[src/rtl/spi_pkg.sv]
// Shared types and constants for the spi_mem_ctrl SPI SRAM master.
// Build option: SPI_FAST_READ_EN adds the DUMMY phase and 0x0B reads.
package spi_pkg;

  typedef enum logic [2:0] {
    IDLE  = 3'd0,
    CMD   = 3'd1,
    ADDR  = 3'd2,
`ifdef SPI_FAST_READ_EN
    DUMMY = 3'd3,
`endif
    DATA  = 3'd4,
    FIN   = 3'd5,
    ACK   = 3'd6
  } spi_state_t;

  localparam logic [7:0] SPI_CMD_READ      = 8'h03;
  localparam logic [7:0] SPI_CMD_WRITE     = 8'h02;
  localparam logic [7:0] SPI_CMD_FAST_READ = 8'h0B;

  localparam logic [4:0] CMD_BITS   = 5'd8;
  localparam logic [4:0] ADDR_BITS  = 5'd16;
  localparam logic [4:0] DUMMY_BITS = 5'd8;
  localparam logic [4:0] DATA_BITS  = 5'd8;

  // Byte phases use the upper half of the 16-bit shifter.
  function automatic logic [15:0] msb_align8(
    input logic [7:0] b
  );
    return {b, 8'h00};
  endfunction

endpackage

[src/rtl/spi_mem_ctrl_bit_engine.sv]
// spi_bit_engine: SCLK divider, MSB-first shifter and bit counter
// for one phase; raises phase_done on the edge that ends its last bit.
module spi_bit_engine
  import spi_pkg::*;
#(
  parameter int CLK_DIV = 1
) (
  input  logic        clk,
  input  logic        rst,
  input  logic        en,
  input  logic        load,
  input  logic [15:0] ld_data,
  input  logic [4:0]  ld_len,
  input  logic        miso,
  output logic        sclk,
  output logic        mosi,
  output logic        phase_done,
  output logic [7:0]  rx_byte
);

  localparam int DW = (CLK_DIV > 1) ? $clog2(CLK_DIV) : 1;
  localparam logic [DW-1:0] DIV_MAX = DW'(CLK_DIV - 1);

  logic [DW-1:0] div_q, div_d;
  logic          sclk_q, sclk_d;
  logic [15:0]   sh_q, sh_d;
  logic [4:0]    bit_q, bit_d;
  logic [4:0]    len_q, len_d;
  logic [7:0]    rx_q, rx_d;

  logic tick;
  logic last_bit;

  assign tick       = (div_q == DIV_MAX);
  assign last_bit   = (bit_q == len_q - 5'd1);
  assign phase_done = en & sclk_q & tick & last_bit;

  assign sclk    = sclk_q;
  assign mosi    = sh_q[15];
  assign rx_byte = rx_q;

  always_comb begin
    div_d  = div_q;
    sclk_d = sclk_q;
    sh_d   = sh_q;
    bit_d  = bit_q;
    len_d  = len_q;
    rx_d   = rx_q;
    if (load) begin
      div_d  = '0;
      sclk_d = 1'b0;
      sh_d   = ld_data;
      bit_d  = '0;
      len_d  = ld_len;
    end else if (!en || phase_done) begin
      div_d  = '0;
      sclk_d = 1'b0;
      sh_d   = '0;
      bit_d  = '0;
    end else if (!tick) begin
      div_d = div_q + 1'b1;
    end else begin
      div_d = '0;
      if (!sclk_q) begin
        // Rising SCLK: miso is captured on this same clk edge.
        sclk_d = 1'b1;
        rx_d   = {rx_q[6:0], miso};
      end else begin
        sclk_d = 1'b0;
        sh_d   = {sh_q[14:0], 1'b0};
        bit_d  = bit_q + 5'd1;
      end
    end
  end

  always_ff @(posedge clk or posedge rst) begin
    if (rst) begin
      div_q  <= '0;
      sclk_q <= 1'b0;
      sh_q   <= '0;
      bit_q  <= '0;
      len_q  <= '0;
      rx_q   <= '0;
    end else begin
      div_q  <= div_d;
      sclk_q <= sclk_d;
      sh_q   <= sh_d;
      bit_q  <= bit_d;
      len_q  <= len_d;
      rx_q   <= rx_d;
    end
  end

endmodule

[src/rtl/spi_mem_ctrl.sv]
// spi_mem_ctrl: one-byte read/write master for 23LC-style SPI SRAM.
// Build option: SPI_FAST_READ_EN selects 0x0B reads with 8 dummy bits.
module spi_mem_ctrl
  import spi_pkg::*;
#(
  parameter int CLK_DIV = 1,
  parameter int ADDR_W  = 16
) (
  input  logic              clk,
  input  logic              rst,
  input  logic              start,
  input  logic [ADDR_W-1:0] addr,
  input  logic              we,
  input  logic [7:0]        wdata,
  output logic              done,
  output logic [7:0]        rdata,
  output logic              busy,
  output logic              sclk,
  output logic              cs_n,
  output logic              mosi,
  input  logic              miso
);

`ifdef SPI_FAST_READ_EN
  localparam logic [7:0] RD_CMD = SPI_CMD_FAST_READ;
`else
  localparam logic [7:0] RD_CMD = SPI_CMD_READ;
`endif

  spi_state_t        state_q, state_d;
  logic [ADDR_W-1:0] addr_q, addr_d;
  logic              we_q, we_d;
  logic [7:0]        wdata_q, wdata_d;
  logic [7:0]        rdata_q, rdata_d;
  logic              done_q, done_d;
  logic              cs_n_q, cs_n_d;

  logic        eng_en;
  logic        load;
  logic [15:0] ld_data;
  logic [4:0]  ld_len;
  logic        phase_done;
  logic [7:0]  rx_byte;
  logic [15:0] addr16;

  assign addr16 = 16'(addr_q);

`ifdef SPI_FAST_READ_EN
  assign eng_en = (state_q == CMD) || (state_q == ADDR) ||
                  (state_q == DUMMY) || (state_q == DATA);
`else
  assign eng_en = (state_q == CMD) || (state_q == ADDR) ||
                  (state_q == DATA);
`endif

  always_comb begin
    state_d = state_q;
    addr_d  = addr_q;
    we_d    = we_q;
    wdata_d = wdata_q;
    rdata_d = rdata_q;
    done_d  = done_q;
    cs_n_d  = cs_n_q;
    load    = 1'b0;
    ld_data = '0;
    ld_len  = DATA_BITS;
    unique case (state_q)
      IDLE: begin
        if (start) begin
          addr_d  = addr;
          we_d    = we;
          wdata_d = wdata;
          cs_n_d  = 1'b0;
          load    = 1'b1;
          ld_data = msb_align8(we ? SPI_CMD_WRITE : RD_CMD);
          ld_len  = CMD_BITS;
          state_d = CMD;
        end
      end
      CMD: begin
        if (phase_done) begin
          load    = 1'b1;
          ld_data = addr16;
          ld_len  = ADDR_BITS;
          state_d = ADDR;
        end
      end
      ADDR: begin
        if (phase_done) begin
          // Reads shift out zeros while sampling miso.
          load    = 1'b1;
          ld_data = msb_align8(we_q ? wdata_q : 8'h00);
          ld_len  = DATA_BITS;
          state_d = DATA;
`ifdef SPI_FAST_READ_EN
          if (!we_q) begin
            ld_len  = DUMMY_BITS;
            state_d = DUMMY;
          end
`endif
        end
      end
`ifdef SPI_FAST_READ_EN
      DUMMY: begin
        if (phase_done) begin
          load    = 1'b1;
          ld_data = '0;
          ld_len  = DATA_BITS;
          state_d = DATA;
        end
      end
`endif
      DATA: begin
        if (phase_done) begin
          cs_n_d  = 1'b1;
          state_d = FIN;
        end
      end
      FIN: begin
        if (!we_q) rdata_d = rx_byte;
        done_d  = 1'b1;
        state_d = ACK;
      end
      ACK: begin
        if (!start) begin
          done_d  = 1'b0;
          state_d = IDLE;
        end
      end
      default: begin
        done_d  = 1'b0;
        cs_n_d  = 1'b1;
        state_d = IDLE;
      end
    endcase
  end

  always_ff @(posedge clk or posedge rst) begin
    if (rst) begin
      state_q <= IDLE;
      addr_q  <= '0;
      we_q    <= 1'b0;
      wdata_q <= '0;
      rdata_q <= '0;
      done_q  <= 1'b0;
      cs_n_q  <= 1'b1;
    end else begin
      state_q <= state_d;
      addr_q  <= addr_d;
      we_q    <= we_d;
      wdata_q <= wdata_d;
      rdata_q <= rdata_d;
      done_q  <= done_d;
      cs_n_q  <= cs_n_d;
    end
  end

  spi_bit_engine #(
    .CLK_DIV (CLK_DIV)
  ) u_eng (
    .clk        (clk),
    .rst        (rst),
    .en         (eng_en),
    .load       (load),
    .ld_data    (ld_data),
    .ld_len     (ld_len),
    .miso       (miso),
    .sclk       (sclk),
    .mosi       (mosi),
    .phase_done (phase_done),
    .rx_byte    (rx_byte)
  );

  assign done  = done_q;
  assign rdata = rdata_q;
  assign busy  = (state_q != IDLE);
  assign cs_n  = cs_n_q;

endmodule

[config.mk]
export PLATFORM = sky130hd
export DESIGN_NAME = spi_mem_ctrl
export DESIGN_NICKNAME = d
export VERILOG_FILES = /design/src/rtl/spi_pkg.sv /design/src/rtl/spi_mem_ctrl_bit_engine.sv /design/src/rtl/spi_mem_ctrl.sv
export SDC_FILE = /design/constraint.sdc
export NUM_CORES = 1
export LEC_CHECK = 0
export CORE_AREA = 4 4 97 99
export DETAILED_ROUTE_END_ITERATION = 12
export DIE_AREA = 0 0 101 103
export SYNTH_ARGS = -nofsm -noshare
export SYNTH_HDL_FRONTEND = slang
export SYNTH_SLANG_ARGS = --single-unit
[constraint.sdc]
create_clock -name clk -period 3.1 [get_ports clk]
set_clock_uncertainty 0.05 [all_clocks]
set_input_delay 0.93 -clock clk [delete_from_list [all_inputs] [get_ports clk]]
set_output_delay 0.93 -clock clk [all_outputs]
set_load 0.02 [all_outputs]
Word-level counts from Yosys, hierarchy flattened

Index checks and enable logic that the tools add are counted.

Register bits: 74
Output and inout port bits: 13
Word-level logic and storage cells: 92

$add $sub $neg: 3
Equal/unequal tests: 12
Bitwise gates (word level): 10
Mux-type cells: 37
Reductions and logical operators: 17

Operators by type and width:

| operator            | number |
|---|---|
| $mux 16             | 6 |
| $pmux 16 s3         | 1 |
| $mux 5              | 6 |
| $pmux 3 s6          | 1 |
| $mux 3              | 5 |
| $mux 1              | 13 |
| $mux 10             | 1 |
| $eq 3x3->1 const B  | 3 |
| $mux 8              | 1 |
| $reduce_and 2->1    | 4 |
| $reduce_or 4->1     | 2 |
| $not 1->1           | 7 |
| $ne 2x1->1 const B  | 3 |
| $pmux 1 s3          | 2 |
| $reduce_bool 3->1   | 2 |
| $add 5x1->5 const B | 1 |
| $eq 5x5->1          | 1 |
| $reduce_and 5->1    | 1 |
| $sub 5x1->5 const B | 1 |
| $ne 2x2->1 const B  | 2 |
| $reduce_and 4->1    | 1 |
| $and 1x1->1         | 3 |
| $eq 3x1->1 const B  | 1 |
| $eq 3x2->1 const B  | 1 |
| 8 further kinds     | 10 |

Logic depth before layout (Yosys ltp)

Gate-level depths: netlist of run 1.

Depth in word-level cells: 10
Gate-level depth with buffers: 8
Mapped depth without buffers: 6

Cells and area by module

From an unflattened synthesis of run 1, not the netlist that was laid out.

Cell total of the unflattened synthesis: 269
Area total of the unflattened synthesis: 3,440.8 um2

By module, submodules not included:

| module         | sequential area each (um2) | cells each | area an instance (um2) | instances |
|---|---|---|---|---|
| spi_mem_ctrl   | 952.2                      | 130        | 1,826.8                | 1 |
| spi_bit_engine | 875.8                      | 139        | 1,614.0                | 1 |

Worst setup path after synthesis of run 1

Ideal clock, no wire load.

Path type: reg2reg
From: register state_q[1]
To: register addr_q[0] (netlist: addr16[0])
Data arrival time: 1.885 ns
Data required time: 2.925 ns
Library setup time: 0.125 ns
Stages on the path, launching flop included: 6
Slack: 1.040 ns
Path buffers: 2
Clock period less this slack: 2.060 ns
Path through: dfrtp_1 > clkbuf_1 > or3_1 > nor2_2 > buf_2 > mux2_2

Cells in the longest elaborated chain, start to end: 2

RTL lines:

| what                              | line                | text |
|---|---|---|
| start: declaration                | spi_mem_ctrl.sv:30  | `spi_state_t state_q, state_d;` |
| start signal: assignment          | spi_mem_ctrl.sv:148 | `state_q <= state_d;` |
| $logic_not 3->1                   | spi_mem_ctrl.sv:67  | `unique case (state_q)` |
| $reduce_and 2->1 (no source line) | --                  |  |
| end signal: assignment            | spi_mem_ctrl.sv:149 | `addr_q <= addr_d;` |
| end: declaration                  | spi_mem_ctrl.sv:31  | `logic [ADDR_W-1:0] addr_q, addr_d;` |

Every way passes these cells.
A chain may end at the register's enable or synchronous reset.

Final worst setup path of run 1

From: register state_q[0]
To: output port busy

Cells in the longest elaborated chain, start to end: 1

RTL lines:

| what              | line                | text |
|---|---|---|
| $reduce_bool 3->1 | spi_mem_ctrl.sv:176 | `assign busy = (state_q != IDLE);` |
| end: declaration  | spi_mem_ctrl.sv:17  | `output logic busy,` |

Every way passes these cells.

==> flow_summary.ini, run 1 <==
[outcome]
status = finished, final reports clean

[grt]
grt_pass1_wl_um = 9820
grt_use_total_pct = 12.3
antenna_found_initial = 0
grt_max_degree = 71
grt_pass1_vias = 2039
grt.overflow.total = 0

[logic_synthesis]
syn_area_mm2 = 0.00304
yosysSeqAreaShare_pct = 57.7
synth_area_leaders = dfrtp_1 57%, mux2_2 13%, nand2_1 4.7%
yosysMostFrequentCell = dfrtp_1
yosys.area.top_type = dfrtp_1
synth_warnings = 0
yosysTopAreaCellShare_pct = 56.8
synth_edf_count = 0
syn_nets = 299
ys.flop_type = dfrtp_1
synth_cells = 269
yosysUniqueCellTypes = 44
avgSynthCellArea_um2 = 11.3
async_flop_share_pct = 100
ys_ff_latch = 70
synthTopCellsByCount = 69 x dfrtp_1, 38 x nand2_1, 34 x mux2_2

[place]
placed_area_mm2 = 0.00358
dpl.hpwl_um = 3960
gp_congestion = 0.844
io_buffers = 41

[sta]
slew_headroom_pct = 54.4
hold_viol = 0
setup_tns_ns = 0
slew_viol_final = 0
post-route-min-period_ns = 2.94
fin_crit_sh_pct = 94.7
rsz0062_at_grt = false
fmax_ghz = 0.341
setup_violations = 0
tightest_slew_ns = 0.681

[cts]
clk_latency_ns = 0.35
htree_num_levels = 3
clock_path_buffers = 2
cts_buffers = 9
clk_pin_slew_worst_paths_ns = 0.07
cts_tree = yes
cts_setup_buffers = 0
cts-root-buf = clkbuf_8
cts.sinks = 70
cts_resized = 0
ctsHoldBuffers = 0

[routing]
wl_um = 5900
drt_iter0_markers = 93
dr.pass1.iters = 4
routedWlPerCell_um = 13.8
drc = 0
ant_nets = 0
vias_per_cell = 4.86
vias = 2074

[floorplan]
rows = 34
io-pin-count = 42
core_mm2 = 0.00855
die_w_um = 101
initial_core_util_pct = 35.5
die_h_um = 103
dieArea_mm2 = 0.0104

[cells_and_area]
fin_area_mm2 = 0.00381
area_growth_pct = 25.3
nets = 344
antennaDiodeCount = 0
drive_above_1_share_pct = 19.7

[setup_path]
cp_data_required_time_ns = 2.12
cp_slowest_cell = clkdlybuf4s50_1
ff2ff_path_depth = 5
r2r_end = u_eng.sh_q[0]
start_kind = flip-flop
reg2reg_from = state_q[0]
cp-startpoint = state_q[0]
critPathKind = flip-flop to primary output
regToRegSetupSlack_ns = 0.52
arrival_ns = 1.96
worstPathCellList = or3_1 > clkdlybuf4s50_1
critPathCapture = busy
critical_path.max_stage_delay_ns = 0.57
end_kind = primary output
crit_path_max_fanout = 16

[min_path]
hp-class = flip-flop to flip-flop

[pwr]
ir_drop_mv = 0.376
powerDensity_mw_per_mm2 = 994
p_leak_uw = 0.00164

[flow_run]
cap_violations = 0
cells by family after synthesis:
logic type	Yosys count	share of synthesized area, %
compound gates	54	10.8
xor+xnor	6	1.73
fa+ha+maj	1	0.412
simple gates	77	11.4
buf+inv	19	2.68
flops	70	57.7
mux	42	15.2
area by class of cell:
type / instances / area, µm²
clock buffer: 11 / 141
clock inverter: 5 / 82.6
inverter: 6 / 22.5
tap: 108 / 135
sequential: 70 / 1750
fill: 821 / 4740
timing repair buffer: 47 / 468
multi-input combinational: 180 / 1200
layout by cell type, fill, tap and decap left out, types with 4 or more instances in the layout:
cell type / instances
a21oi_1: 16
mux2_2: 34
clkdlybuf4s50_1: 41
mux2i_1: 8
inv_1: 4
xor2_1: 4
nand2_1: 38
clkbuf_8: 10
o21ai_0: 17
buf_4: 5
a22oi_1: 7
dfrtp_1: 69
nor2_1: 19
nor3_1: 4
metal layers:
metal / track usage, % / vias to the layer above / routed length, µm
met1: 16.7 / 997 / 2810
met4: 6.54 / 0 / 118
met5: 0 / - / 0
met3: 3.65 / 9 / 301
met2: 17.7 / 40 / 2670
li1: - / 1028 / -
worst max-delay path, delay by kind of cell, from the launching register on:
| kind | cells | cell delay, ns |
|---|---|---|
| buf+inv | 1 | 0.57 |
| flops | 1 | 0.55 |
| simple gates | 1 | 0.49 |
worst min-delay path by stage:
stage / end / depth (start not counted) / start
detailed placement: u_eng.rx_byte[7] / 2 / u_eng.rx_byte[7]
global route: u_eng.sh_q[0] / 1 / addr16[0]
floorplan: u_eng.rx_byte[7] / 2 / u_eng.rx_byte[7]
global placement: u_eng.rx_byte[7] / 2 / u_eng.rx_byte[7]
CTS: u_eng.rx_byte[7] / 2 / u_eng.rx_byte[7]
finish: u_eng.rx_byte[7] / 2 / u_eng.rx_byte[7]
registers in the layout (all words and copies together) (netlist names):
name,count
u_eng.sclk,1
done,1
rdata,8
u_eng.sh_q,16
u_eng.bit_q,5
wdata_q,8
addr16,16
we_q,1
u_eng.rx_byte,8
u_eng.len_q,2
state_q,3
cs_n,1
where the power goes:
part,switching (µW),internal (µW),leakage (µW)
sequential,252,1300,0.000879
clock,345,477,0.000113
combinational,729,676,0.000651
metrics by stage:
stage / worst slack, ns / instances / hold slack (ns) / utilization, % / power [µW]
after CTS: 0.149 / 427 / 0.441 / 44.5 / 3840
final: 0.164 / 427 / 0.436 / 44.5 / 3780
after global routing: 0.0645 / 427 / 0.467 / 44.5 / 4070
after floorplan: 0.353 / 269 / 0.390 / - / 2580
after detailed placement: 0.478 / 411 / 0.422 / 41.9 / 3010
after global placement: 0.498 / 411 / 0.408 / 41.9 / 2960
Note: power is estimated with default switching activity, not from simulation.
==> run 2, diff against run 1 <==
- HOLD_SLACK_MARGIN: unset -> 0.05
- TNS_END_PERCENT: unset -> 50
==> results of run 2 <==
No change in the layout: final DEF, timing and power equal those of run 1.
